===== config.mk =====
export PLATFORM = sky130hd
export DESIGN_NAME = rx_symbol_scheduler_flat
export DESIGN_NICKNAME = d
export VERILOG_FILES = /design/src/rtl/rx_sched_pkg.sv /design/src/rtl/rx_symbol_scheduler_if.sv /design/src/rtl/rx_len_counter.sv /design/src/rtl/rx_symbol_scheduler.sv /design/src/flat_wrapper.sv
export SDC_FILE = /design/constraint.sdc
export NUM_CORES = 1
export LEC_CHECK = 0
export CAP_MARGIN = 20
export CORE_MARGIN = 4
export CORE_UTILIZATION = 40
export CTS_BUF_LIST = sky130_fd_sc_hd__clkbuf_8
export DETAILED_ROUTE_END_ITERATION = 10
export RECOVER_POWER = 100
export SETUP_SLACK_MARGIN = 0.05
export SLEW_MARGIN = 25
export SYNTH_ARGS = -nofsm -noshare
export SYNTH_HDL_FRONTEND = slang
export SYNTH_SLANG_ARGS = --single-unit
export TNS_END_PERCENT = 30

===== constraint.sdc =====
create_clock -name clk -period 7.95 [get_ports clk]
set_input_delay 0.795 -clock clk [delete_from_list [all_inputs] [get_ports clk]]
set_output_delay 0.795 -clock clk [all_outputs]
set_load 0.01 [all_outputs]

===== src/rtl/rx_sched_pkg.sv =====
// Shared types and widths for the OFDM receive symbol scheduler.
package rx_sched_pkg;

    localparam int FFT_W   = 13;
    localparam int CP_W    = 9;
    localparam int STATE_W = 3;

    typedef enum logic [STATE_W-1:0] {
        ST_IDLE     = 3'd0,
        ST_RECONFIG = 3'd1,
        ST_SEARCH   = 3'd2,
        ST_SKIP_CP  = 3'd3,
        ST_SYMBOL   = 3'd4
    } sched_state_t;

    // Window counter load value when a new symbol begins: the CP length if
    // there is a cyclic prefix to skip, otherwise straight into the FFT window.
    function automatic logic [FFT_W-1:0] window_load(input logic [FFT_W-1:0] fft,
                                                     input logic [CP_W-1:0]  cp);
        logic [FFT_W-1:0] cp_ext;
        cp_ext = {{(FFT_W-CP_W){1'b0}}, cp};
        return (cp != '0) ? (cp_ext - FFT_W'(1)) : (fft - FFT_W'(1));
    endfunction

endpackage


===== src/rtl/rx_symbol_scheduler_if.sv =====
// Handshake/bus bundle between mode control, sync combining and the scheduler.
interface rx_symbol_scheduler_if #(parameter int SYM_W = 4) ();
    import rx_sched_pkg::*;

    logic [1:0]         mode_sel;
    logic [FFT_W-1:0]   fft_len;
    logic [CP_W-1:0]    cp_len;
    logic               din_valid;
    logic               sync_found;

    logic               config_update;
    logic               tready_global;
    logic               sym_start;
    logic               sym_data_valid;
    logic [FFT_W-1:0]   sample_idx;
    logic [SYM_W-1:0]   sym_idx;
    logic               frame_done;
    logic               sync_lost;
    logic               cfg_err;
    logic [STATE_W-1:0] state_out;

    modport slave (
        input  mode_sel, fft_len, cp_len, din_valid, sync_found,
        output config_update, tready_global, sym_start, sym_data_valid,
               sample_idx, sym_idx, frame_done, sync_lost, cfg_err, state_out
    );

    modport master (
        output mode_sel, fft_len, cp_len, din_valid, sync_found,
        input  config_update, tready_global, sym_start, sym_data_valid,
               sample_idx, sym_idx, frame_done, sync_lost, cfg_err, state_out
    );

endinterface


===== src/rtl/rx_len_counter.sv =====
// Loadable down-counter with enable and terminal-count flag (count == 0).
module rx_len_counter #(
    parameter int W = 13
) (
    input  logic         clk,
    input  logic         rst,
    input  logic         i_load,
    input  logic [W-1:0] i_load_val,
    input  logic         i_en,
    output logic [W-1:0] o_count,
    output logic         o_tc
);

    logic [W-1:0] r_count;

    // Load wins over enable; the count parks at zero until reloaded.
    always_ff @(posedge clk or posedge rst) begin
        if (rst) begin
            r_count <= '0;
        end else if (i_load) begin
            r_count <= i_load_val;
        end else if (i_en && (r_count != '0)) begin
            r_count <= r_count - W'(1);
        end
    end

    assign o_count = r_count;
    assign o_tc    = (r_count == '0);

endmodule


===== src/rtl/rx_symbol_scheduler.sv =====
// OFDM receive symbol scheduler: reconfiguration drain, sync search with
// timeout, CP skipping and FFT-window marking, one sample per accept.
//
// state    | meaning
// ---------+-----------------------------------------------------------
// IDLE     | after reset; moves to RECONFIG on the next cycle
// RECONFIG | upstream stalled while the pipeline drains, then latch cfg
// SEARCH   | waiting for combined sync; counts accepts for the timeout
// SKIP_CP  | discarding cyclic-prefix samples of the current symbol
// SYMBOL   | marking samples inside the FFT window
module rx_symbol_scheduler
    import rx_sched_pkg::*;
#(
    parameter int SYMS_PER_FRAME = 14,
    parameter int SYNC_TIMEOUT   = 65535,
    parameter int DRAIN_CYCLES   = 16,
    parameter int SYM_W          = 4
) (
    input  logic                  clk,
    input  logic                  rst,
    rx_symbol_scheduler_if.slave  bus
);

    localparam int DRN_W = $clog2(DRAIN_CYCLES + 1);
    localparam int TMO_W = $clog2(SYNC_TIMEOUT + 1);
    localparam logic [DRN_W-1:0] DRN_LOAD = DRN_W'(DRAIN_CYCLES - 1);
    localparam logic [TMO_W-1:0] TMO_LOAD = TMO_W'(SYNC_TIMEOUT - 1);
    localparam logic [SYM_W-1:0] LAST_SYM = SYM_W'(SYMS_PER_FRAME - 1);

    sched_state_t     r_state;
    logic [1:0]       r_mode_q;
    logic [FFT_W-1:0] r_cfg_fft;
    logic [CP_W-1:0]  r_cfg_cp;
    logic             r_cfg_err;
    logic [SYM_W-1:0] r_sym_cnt;
    logic             r_tready;
    logic             r_config_update;
    logic             r_sym_start;
    logic             r_sym_data_valid;
    logic [FFT_W-1:0] r_sample_idx;
    logic [SYM_W-1:0] r_sym_idx;
    logic             r_frame_done;
    logic             r_sync_lost;

    logic             w_accept;
    logic             w_mode_chg;
    logic             w_sync_go;
    logic             w_frame_end;
    logic             w_tmo_search;
    logic             w_drain_done;

    logic             w_drn_load;
    logic             w_drn_en;
    logic             w_drn_tc;
    logic [DRN_W-1:0] w_unused_drn_count;

    logic             w_win_load;
    logic [FFT_W-1:0] w_win_val;
    logic             w_win_en;
    logic             w_win_tc;
    logic [FFT_W-1:0] w_win_count;

    logic             w_tmo_load;
    logic             w_tmo_en;
    logic             w_tmo_tc;
    logic [TMO_W-1:0] w_unused_tmo_count;

    // Counter controls; these track the transitions taken by the FSM below.
    always_comb begin
        w_accept     = bus.din_valid && r_tready;
        w_mode_chg   = (r_state != ST_IDLE) && (bus.mode_sel != r_mode_q);
        w_sync_go    = (r_state == ST_SEARCH) && w_accept && bus.sync_found && !r_cfg_err;
        w_frame_end  = (r_state == ST_SYMBOL) && w_accept && w_win_tc && (r_sym_cnt == LAST_SYM);
        w_tmo_search = (r_state == ST_SEARCH) && w_accept && !w_sync_go;
        w_drain_done = (r_state == ST_RECONFIG) && w_drn_tc && !w_mode_chg;

        w_drn_load   = (r_state == ST_IDLE) || w_mode_chg;
        w_drn_en     = (r_state == ST_RECONFIG);

        w_win_load   = 1'b0;
        w_win_val    = '0;
        if (!w_mode_chg) begin
            if (w_sync_go) begin
                w_win_load = 1'b1;
                w_win_val  = window_load(r_cfg_fft, r_cfg_cp);
            end else if ((r_state == ST_SKIP_CP) && w_accept && w_win_tc) begin
                w_win_load = 1'b1;
                w_win_val  = r_cfg_fft - FFT_W'(1);
            end else if ((r_state == ST_SYMBOL) && w_accept && w_win_tc && !w_frame_end) begin
                w_win_load = 1'b1;
                w_win_val  = window_load(r_cfg_fft, r_cfg_cp);
            end
        end
        w_win_en     = w_accept && ((r_state == ST_SKIP_CP) || (r_state == ST_SYMBOL));

        w_tmo_load   = w_drain_done || w_frame_end || (w_tmo_search && w_tmo_tc);
        w_tmo_en     = w_tmo_search;
    end

    rx_len_counter #(.W(DRN_W)) u_drain_cnt (
        .clk        (clk),
        .rst        (rst),
        .i_load     (w_drn_load),
        .i_load_val (DRN_LOAD),
        .i_en       (w_drn_en),
        .o_count    (w_unused_drn_count),
        .o_tc       (w_drn_tc)
    );

    rx_len_counter #(.W(FFT_W)) u_window_cnt (
        .clk        (clk),
        .rst        (rst),
        .i_load     (w_win_load),
        .i_load_val (w_win_val),
        .i_en       (w_win_en),
        .o_count    (w_win_count),
        .o_tc       (w_win_tc)
    );

    rx_len_counter #(.W(TMO_W)) u_timeout_cnt (
        .clk        (clk),
        .rst        (rst),
        .i_load     (w_tmo_load),
        .i_load_val (TMO_LOAD),
        .i_en       (w_tmo_en),
        .o_count    (w_unused_tmo_count),
        .o_tc       (w_tmo_tc)
    );

    // Scheduler FSM with registered outputs; a mode change overrides everything.
    always_ff @(posedge clk or posedge rst) begin
        if (rst) begin
            r_state          <= ST_IDLE;
            r_mode_q         <= '0;
            r_cfg_fft        <= '0;
            r_cfg_cp         <= '0;
            r_cfg_err        <= 1'b0;
            r_sym_cnt        <= '0;
            r_tready         <= 1'b0;
            r_config_update  <= 1'b0;
            r_sym_start      <= 1'b0;
            r_sym_data_valid <= 1'b0;
            r_sample_idx     <= '0;
            r_sym_idx        <= '0;
            r_frame_done     <= 1'b0;
            r_sync_lost      <= 1'b0;
        end else begin
            r_config_update  <= 1'b0;
            r_sym_start      <= 1'b0;
            r_sym_data_valid <= 1'b0;
            r_frame_done     <= 1'b0;
            r_sync_lost      <= 1'b0;

            if (w_mode_chg) begin
                r_mode_q        <= bus.mode_sel;
                r_config_update <= 1'b1;
                r_tready        <= 1'b0;
                r_state         <= ST_RECONFIG;
            end else begin
                unique case (r_state)
                    ST_IDLE: begin
                        r_mode_q        <= bus.mode_sel;
                        r_config_update <= 1'b1;
                        r_tready        <= 1'b0;
                        r_state         <= ST_RECONFIG;
                    end
                    ST_RECONFIG: begin
                        if (w_drn_tc) begin
                            r_cfg_fft <= bus.fft_len;
                            r_cfg_cp  <= bus.cp_len;
                            r_cfg_err <= (bus.fft_len == '0);
                            r_sym_cnt <= '0;
                            r_tready  <= 1'b1;
                            r_state   <= ST_SEARCH;
                        end
                    end
                    ST_SEARCH: begin
                        if (w_sync_go) begin
                            r_sym_cnt <= '0;
                            r_sym_idx <= '0;
                            r_state   <= (r_cfg_cp != '0) ? ST_SKIP_CP : ST_SYMBOL;
                        end else if (w_tmo_search && w_tmo_tc) begin
                            r_sync_lost <= 1'b1;
                        end
                    end
                    ST_SKIP_CP: begin
                        if (w_accept && w_win_tc) begin
                            r_state <= ST_SYMBOL;
                        end
                    end
                    ST_SYMBOL: begin
                        if (w_accept) begin
                            r_sym_data_valid <= 1'b1;
                            r_sample_idx     <= r_cfg_fft - FFT_W'(1) - w_win_count;
                            r_sym_start      <= (w_win_count == (r_cfg_fft - FFT_W'(1)));
                            r_sym_idx        <= r_sym_cnt;
                            if (w_win_tc) begin
                                if (r_sym_cnt == LAST_SYM) begin
                                    r_frame_done <= 1'b1;
                                    r_sym_cnt    <= '0;
                                    r_state      <= ST_SEARCH;
                                end else begin
                                    r_sym_cnt <= r_sym_cnt + SYM_W'(1);
                                    r_state   <= (r_cfg_cp != '0) ? ST_SKIP_CP : ST_SYMBOL;
                                end
                            end
                        end
                    end
                    default: r_state <= ST_IDLE;
                endcase
            end
        end
    end

    assign bus.config_update  = r_config_update;
    assign bus.tready_global  = r_tready;
    assign bus.sym_start      = r_sym_start;
    assign bus.sym_data_valid = r_sym_data_valid;
    assign bus.sample_idx     = r_sample_idx;
    assign bus.sym_idx        = r_sym_idx;
    assign bus.frame_done     = r_frame_done;
    assign bus.sync_lost      = r_sync_lost;
    assign bus.cfg_err        = r_cfg_err;
    assign bus.state_out      = r_state;

endmodule

===== src/flat_wrapper.sv =====
// flat-port wrapper written by rule: the top's interface ports become plain ports
module rx_symbol_scheduler_flat import rx_sched_pkg::*;
#(
    parameter int SYMS_PER_FRAME = 14,
    parameter int SYNC_TIMEOUT   = 65535,
    parameter int DRAIN_CYCLES   = 16,
    parameter int SYM_W          = 4
)
  (clk, rst, bus_mode_sel, bus_fft_len, bus_cp_len, bus_din_valid, bus_sync_found, bus_config_update, bus_tready_global, bus_sym_start, bus_sym_data_valid, bus_sample_idx, bus_sym_idx, bus_frame_done, bus_sync_lost, bus_cfg_err, bus_state_out);
  rx_symbol_scheduler_if #(.SYM_W(SYM_W)) bus_i ();
  input  logic clk;
  input  logic rst;
  input wire logic [$bits(bus_i.mode_sel)-1:0] bus_mode_sel;
  input wire logic [$bits(bus_i.fft_len)-1:0] bus_fft_len;
  input wire logic [$bits(bus_i.cp_len)-1:0] bus_cp_len;
  input wire logic [$bits(bus_i.din_valid)-1:0] bus_din_valid;
  input wire logic [$bits(bus_i.sync_found)-1:0] bus_sync_found;
  output wire logic [$bits(bus_i.config_update)-1:0] bus_config_update;
  output wire logic [$bits(bus_i.tready_global)-1:0] bus_tready_global;
  output wire logic [$bits(bus_i.sym_start)-1:0] bus_sym_start;
  output wire logic [$bits(bus_i.sym_data_valid)-1:0] bus_sym_data_valid;
  output wire logic [$bits(bus_i.sample_idx)-1:0] bus_sample_idx;
  output wire logic [$bits(bus_i.sym_idx)-1:0] bus_sym_idx;
  output wire logic [$bits(bus_i.frame_done)-1:0] bus_frame_done;
  output wire logic [$bits(bus_i.sync_lost)-1:0] bus_sync_lost;
  output wire logic [$bits(bus_i.cfg_err)-1:0] bus_cfg_err;
  output wire logic [$bits(bus_i.state_out)-1:0] bus_state_out;
  assign bus_i.mode_sel = bus_mode_sel;
  assign bus_i.fft_len = bus_fft_len;
  assign bus_i.cp_len = bus_cp_len;
  assign bus_i.din_valid = bus_din_valid;
  assign bus_i.sync_found = bus_sync_found;
  assign bus_config_update = bus_i.config_update;
  assign bus_tready_global = bus_i.tready_global;
  assign bus_sym_start = bus_i.sym_start;
  assign bus_sym_data_valid = bus_i.sym_data_valid;
  assign bus_sample_idx = bus_i.sample_idx;
  assign bus_sym_idx = bus_i.sym_idx;
  assign bus_frame_done = bus_i.frame_done;
  assign bus_sync_lost = bus_i.sync_lost;
  assign bus_cfg_err = bus_i.cfg_err;
  assign bus_state_out = bus_i.state_out;
  rx_symbol_scheduler #(.SYMS_PER_FRAME(SYMS_PER_FRAME), .SYNC_TIMEOUT(SYNC_TIMEOUT), .DRAIN_CYCLES(DRAIN_CYCLES), .SYM_W(SYM_W)) u_core (.clk(clk), .rst(rst), .bus(bus_i));
endmodule

* Word level (Yosys, flattened, before mapping)
Cells that the tools add are included.
** Word-level totals
- Output and inout port bits :: 27
- Word-level logic and storage cells :: 146
- Bits in registers :: 89
** Cells by class
- Bitwise gates (word level) :: 1
- Eq/ne operators :: 16
- Mux-type cells :: 54
- Reductions and logical operators :: 51
- $add $sub $neg :: 7
** Operator list (number)
- 13-bit two-way mux :: 7
- 16-bit two-way mux :: 2
- 13-bit zero test :: 2
- 13-bit by 1-bit subtractor with 13-bit output, second input constant :: 2
- 3-bit two-way mux :: 8
- 4-bit two-way mux :: 6
- 1-bit two-way mux :: 23
- 1-bit logical AND :: 20
- 16-bit zero test :: 1
- 16-bit nonzero test :: 1
- 16-bit by 1-bit subtractor with 16-bit output, second input constant :: 1
- 3-bit case mux with 5 select lines :: 1
- 13-bit == test :: 1
- 13-bit nonzero test :: 1
- 13-bit subtractor :: 1
- 3-bit by 1-bit != test with 1-bit output, second input constant :: 4
- 4-bit case mux with 3 select lines :: 1
- 5-bit two-way mux :: 2
- 2-bit nonzero test :: 5
- 9-bit by 1-bit subtractor with 10-bit output, second input constant :: 1
- 3-bit nonzero test :: 3
- 9-bit nonzero test :: 1
- 2-bit by 1-bit != test with 1-bit output, second input constant :: 4
- 4-bit case mux with 2 select lines :: 1
- other kinds (21) :: 30

* Logic depth before layout (Yosys ltp)
- Word-level depth :: 11
- Mapped depth :: 13
- Depth with buffers taken out :: 12

* Hierarchy
A second synthesis with hierarchy kept.
** Unflattened totals
- Cell total of the unflattened synthesis :: 627
- Area total of the unflattened synthesis :: 5709.2 sq um
** Modules (own cells, without submodules)
- rx_symbol_scheduler :: area each 3467.1 sq um, cells each 380, times used 1
- rx_len_counter (u_core.u_timeout_cnt) :: area each 1034.7 sq um, cells each 122, times used 1
- rx_len_counter (u_core.u_window_cnt) :: area each 904.6 sq um, cells each 92, times used 1
- rx_len_counter (u_core.u_drain_cnt) :: area each 302.8 sq um, cells each 33, times used 1

* Worst setup path after synthesis
No wires, ideal clock.
- Path kind :: register to register
- Start point :: reg u_core.r_cfg_fft[2]
- End point :: reg u_core.r_sample_idx[10], in the netlist u_core.bus.sample_idx[10]
- Path buffers :: 0
- Slack :: 5.118 ns
- Clock period less this slack :: 2.832 ns
- Stages on the path, launching flop included :: 10
- Library setup time :: 0.135 ns
- Data required time :: 7.815 ns
- Arrival :: 2.698 ns
- Cells stage by stage :: dfrtp_1 > or4_1 > or2_2 > xnor2_1 > ha_1 > a21o_1 > o41ai_1 > o21ai_0 > xnor2_1 > o21ai_0
** On the way
- Longest elaborated chain between the ends :: 2
** RTL lines
- start, declared :: line rx_symbol_scheduler.sv:32 : logic [FFT_W-1:0] r_cfg_fft;
- start signal, assigned :: line rx_symbol_scheduler.sv:169 : r_cfg_fft <= bus.fft_len;
- 13-bit by 1-bit subtractor with 13-bit output :: line rx_symbol_scheduler.sv:194 : r_sample_idx <= r_cfg_fft - FFT_W'(1) - w_win_count;
- 13-bit subtractor :: line rx_symbol_scheduler.sv:194
- end signal, assigned :: line rx_symbol_scheduler.sv:194
- end, declared :: line rx_symbol_scheduler.sv:40 : logic [FFT_W-1:0] r_sample_idx;
No other way between the ends.
A chain may end at the register's enable or synchronous reset.

* Worst setup path after layout
- Start point :: in bus_mode_sel[0]
- End point :: reg u_core.u_timeout_cnt.r_count[1], in the netlist u_core.u_timeout_cnt.o_count[1]
** On the way
- Longest elaborated chain between the ends :: 7
- Elaborated cells on any way between the ends :: 8
- Those cells by class :: 1 x eq/ne; 1 x mux; 6 x reduce/logical
** RTL lines
- start, declared :: line flat_wrapper.sv:13 : input wire logic [$bits(bus_i.mode_sel)-1:0] bus_mode_sel;
- 2-bit != test * :: line rx_symbol_scheduler.sv:71 : w_mode_chg = (r_state != ST_IDLE) && (bus.mode_sel != r_mode_q);
- 1-bit logical AND * :: line rx_symbol_scheduler.sv:71
- 1-bit zero test * :: line rx_symbol_scheduler.sv:75 : w_drain_done = (r_state == ST_RECONFIG) && w_drn_tc && !w_mode_chg;
- 1-bit logical AND * :: line rx_symbol_scheduler.sv:75
- 1-bit logical OR * (2 in series) :: line rx_symbol_scheduler.sv:96 : w_tmo_load = w_drain_done || w_frame_end || (w_tmo_search && w_tmo_tc);
- 16-bit two-way mux or 2-bit nonzero test (tied branches)
- end signal, assigned :: line rx_len_counter.sv:21 : r_count <= i_load_val;
- end signal, assigned :: line rx_len_counter.sv:23 : r_count <= r_count - W'(1);
- end, declared :: line rx_len_counter.sv:14 : logic [W-1:0] r_count;
Every way passes the cells marked *; elsewhere a longest branch is shown, timed or not.

==> results.sh <==
export IMPL_cts_buffers_inserted=9
export IMPL_syn_area_um2=5300
export IMPL_grt_pass1_vias=4209
export IMPL_drt_iter0_markers=190
export IMPL_cp_data_arrival_time_ps=4660
export IMPL_die_h_um=123
export IMPL_fin_tns_setup_ps=0
export IMPL_ant_nets=0
export IMPL_vias_per_cell=5.43
export IMPL_max_freq_mhz=224
export IMPL_async_flop_share_pct=100
export IMPL_clk_latency_ps=370
export IMPL_worstSetupPathType="input port to flop"
export IMPL_setup_viol=0
export IMPL_num_io_pins=55
export IMPL_ctsHoldBuffers=0
export IMPL_synth_seq_area_share_pct=42.0
export IMPL_ys_ff_latch=89
export IMPL_period_minus_slack_ps=4470
export IMPL_drive_gt1_share_pct=8.67
export IMPL_drc=0
export IMPL_synth_yosys_warnings=0
export IMPL_ctsRootBufferMaster="clkbuf_8"
export IMPL_synth_top_cell_area_share_pct=42.0
export IMPL_antenna_found_initial=0
export IMPL_initial_core_util_pct=41.5
export IMPL_drt_wirelength_per_cell_um=15.8
export IMPL_placementRows=41
export IMPL_cts_resized=0
export IMPL_cts_setup_buffers=0
export IMPL_crit_family="compound AO/OA/AOI/OAI gates"
export IMPL_hold_viol_final=0
export IMPL_synth_top_area_cell="dfrtp_1"
export IMPL_cts_tree="yes"
export IMPL_avgSynthCellArea_um2=9.54
export IMPL_p_sw_share_pct=22.1
export IMPL_status="finished, violations left"
export IMPL_skew_ps=9.67
export IMPL_start_kind="input port"
export IMPL_cts_buffer_depth=2
export IMPL_first_pass_iters=5
export IMPL_drv_cap=1
export IMPL_period_share_pct=56.2
export IMPL_cp_num_buf_inv=2
export IMPL_cp_required_ps=8140
export IMPL_pwr_share_seq_pct=53.2
export IMPL_violations="max-capacitance violations, max-slew violations"
export IMPL_cellLeakagePower_nw=2.87
export IMPL_max_stage_delay_ps=1140
export IMPL_dr_total_vias=4252
export IMPL_ys_types=66
export IMPL_switchingPower_mw=0.195
export IMPL_peakVddDrop_uv=83.0
export IMPL_pwr_share_comb_pct=5.1
export IMPL_whs_ps=477
export IMPL_critPathMaxFanout=25
export IMPL_ys_flop_type="dfrtp_1"
export IMPL_internal_power_mw=0.688
export IMPL_clock_sinks=89
export IMPL_gp_congestion=0.911
export IMPL_synth_enable_flop_cells=0
export IMPL_core_area_um2=12800
export IMPL_clkSlewWorstSetupHoldPaths_ps=90
export IMPL_io_buffers=54
export IMPL_postRouteWirelength_um=12400
export IMPL_dieArea_um2=15200
export IMPL_slowest_stage="a31oi_1"
export IMPL_syn_inst=556
export IMPL_area_growth_pct=17.4
export IMPL_final_common_cell="dfrtp_1"
export IMPL_crit_path_end_kind="flop"
export IMPL_power_density_nw_per_um2=142
export IMPL_die_x_um=123
export IMPL_rsz0062_at_grt="false"
export IMPL_pwr_share_clk_pct=41.6
export IMPL_grt_use_total_pct=17.4
export IMPL_hold_class="flop to flop"
export IMPL_crit_chain="dlygate4sd3_1 > xnor2_1 > nand4_1 > clkbuf_1 > o41ai_1 > a31oi_1 > o21ai_0"
export IMPL_synth_area_top_cells="dfrtp_1, mux2_2, ha_1, nand2_1, xnor2_1"
export IMPL_final_cell_mix="dfrtp_1, nand2_1, nor2_1"
export IMPL_worst_pin_slew_ps=1950
export IMPL_grt_pass1_wl_um=20700
export IMPL_h_tree_depth=3
export IMPL_post_dp_hpwl_um=9320
export IMPL_slew_headroom_pct=-31.8
export IMPL_slew_viol_final=15
export IMPL_antennaDiodeCount=0
export IMPL_syn_nets=607
export IMPL_grt_max_degree=90
export IMPL_nets=658
export IMPL_grt_overflow_total=0
## metal layers
layer / wire length [µm] / track usage (%)
met1: 5980 / 23.5
met2: 5600 / 27.0
met3: 441 / 3.29
met4: 330 / 8.03
met5: 0 / 0
## logic make-up after synthesis
group	count (synthesis)	share of synthesized area (%)
buffers and inverters	45	3.23
AOI/OAI and AO/OA	122	15.9
and+or+nand+nor	202	19.6
muxes	29	6.06
adders and majority gates	23	5.57
xor gates and xnor gates	46	7.60
DFF	89	42.0
## path summary, 6_finish.rpt
path,startpoint,endpoint,slack [ps],cells after the start
worst max-delay path,bus_mode_sel[0],u_core.u_timeout_cnt.o_count[1],3480,7
worst min register to register,u_core.bus.sample_idx[12],u_core.bus.sample_idx[12],480,2
worst min-delay path,u_core.bus.sample_idx[12],u_core.bus.sample_idx[12],480,2
max in group asynchronous,rst,u_core.bus.sym_start,6270,3
min in group asynchronous,rst,u_core.r_cfg_cp[7],1120,3
worst max register to register,u_core.bus.state_out[2],u_core.u_timeout_cnt.o_count[0],3580,5
## worst min-delay path, stage by stage, from the launching register on
cell and delay (ps):
dfrtp_1 340, nand2_1 50, o21ai_0 60
## power groups by stage
stage / sequential (mW) / clock (mW) / combinational (mW)
6_report: 0.470 / 0.368 / 0.0453
4_1_cts: 0.470 / 0.378 / 0.0478
3_3_place_gp: 0.479 / 0 / 0.0463
3_5_place_dp: 0.479 / 0 / 0.0476
5_1_grt: 0.472 / 0.396 / 0.0527
2_1_floorplan: 0.477 / 0 / 0.0235
## per-stage QoR
step | instance area (µm²) | util [%] | power, mW | setup slack [ps] | std cells
6_report | 6230 | 48.8 | 0.883 | 3480 | 783
5_1_grt | 6230 | 48.8 | 0.920 | 3040 | 783
4_1_cts | 6260 | 49.0 | 0.896 | 4610 | 783
3_5_place_dp | 6030 | 47.2 | 0.527 | 4560 | 768
3_3_place_gp | 6020 | 47.1 | 0.525 | 4440 | 768
2_1_floorplan | 5300 | - | 0.501 | 4850 | 556
## cell type report
| type | instances | area, µm² |
|---|---|---|
| Clock buffer | 9 | 124 |
| Clock inverter | 6 | 108 |
| Fill cell | 1211 | 6550 |
| Timing Repair Buffer | 57 | 563 |
| Sequential cell | 89 | 2230 |
| Inverter | 28 | 106 |
| Multi-Input combinational cell | 422 | 2880 |
| Tap cell | 172 | 215 |
## synthesized netlist by cell type (5+ instances only)
cell type / n
a21o_1: 8
or4_1: 8
o21a_1: 9
a21oi_1: 13
nand4_1: 7
nor2_1: 42
a31oi_1: 6
ha_1: 22
dfrtp_1: 89
mux2_2: 25
clkbuf_1: 15
o21ai_0: 34
xor2_1: 22
o31ai_1: 12
a211oi_1: 6
nand2_1: 60
or3_1: 5
nand3_1: 16
nor4_1: 11
nor3_1: 17
inv_1: 27
xnor2_1: 24
## state kept, by name, indices dropped and copies added (netlist names)
name	cells
u_core.bus.sym_start	1
u_core.bus.sync_lost	1
u_core.r_mode_q	2
u_core.u_drain_cnt.o_count	5
u_core.u_timeout_cnt.o_count	16
u_core.r_cfg_fft	13
u_core.bus.tready_global	1
u_core.bus.state_out	3
u_core.bus.config_update	1
u_core.bus.sym_idx	4
u_core.bus.frame_done	1
u_core.bus.cfg_err	1
u_core.bus.sample_idx	13
u_core.r_sym_cnt	4
u_core.r_cfg_cp	9
u_core.u_window_cnt.o_count	13
u_core.bus.sym_data_valid	1
(Power assumes the default switching activity.)
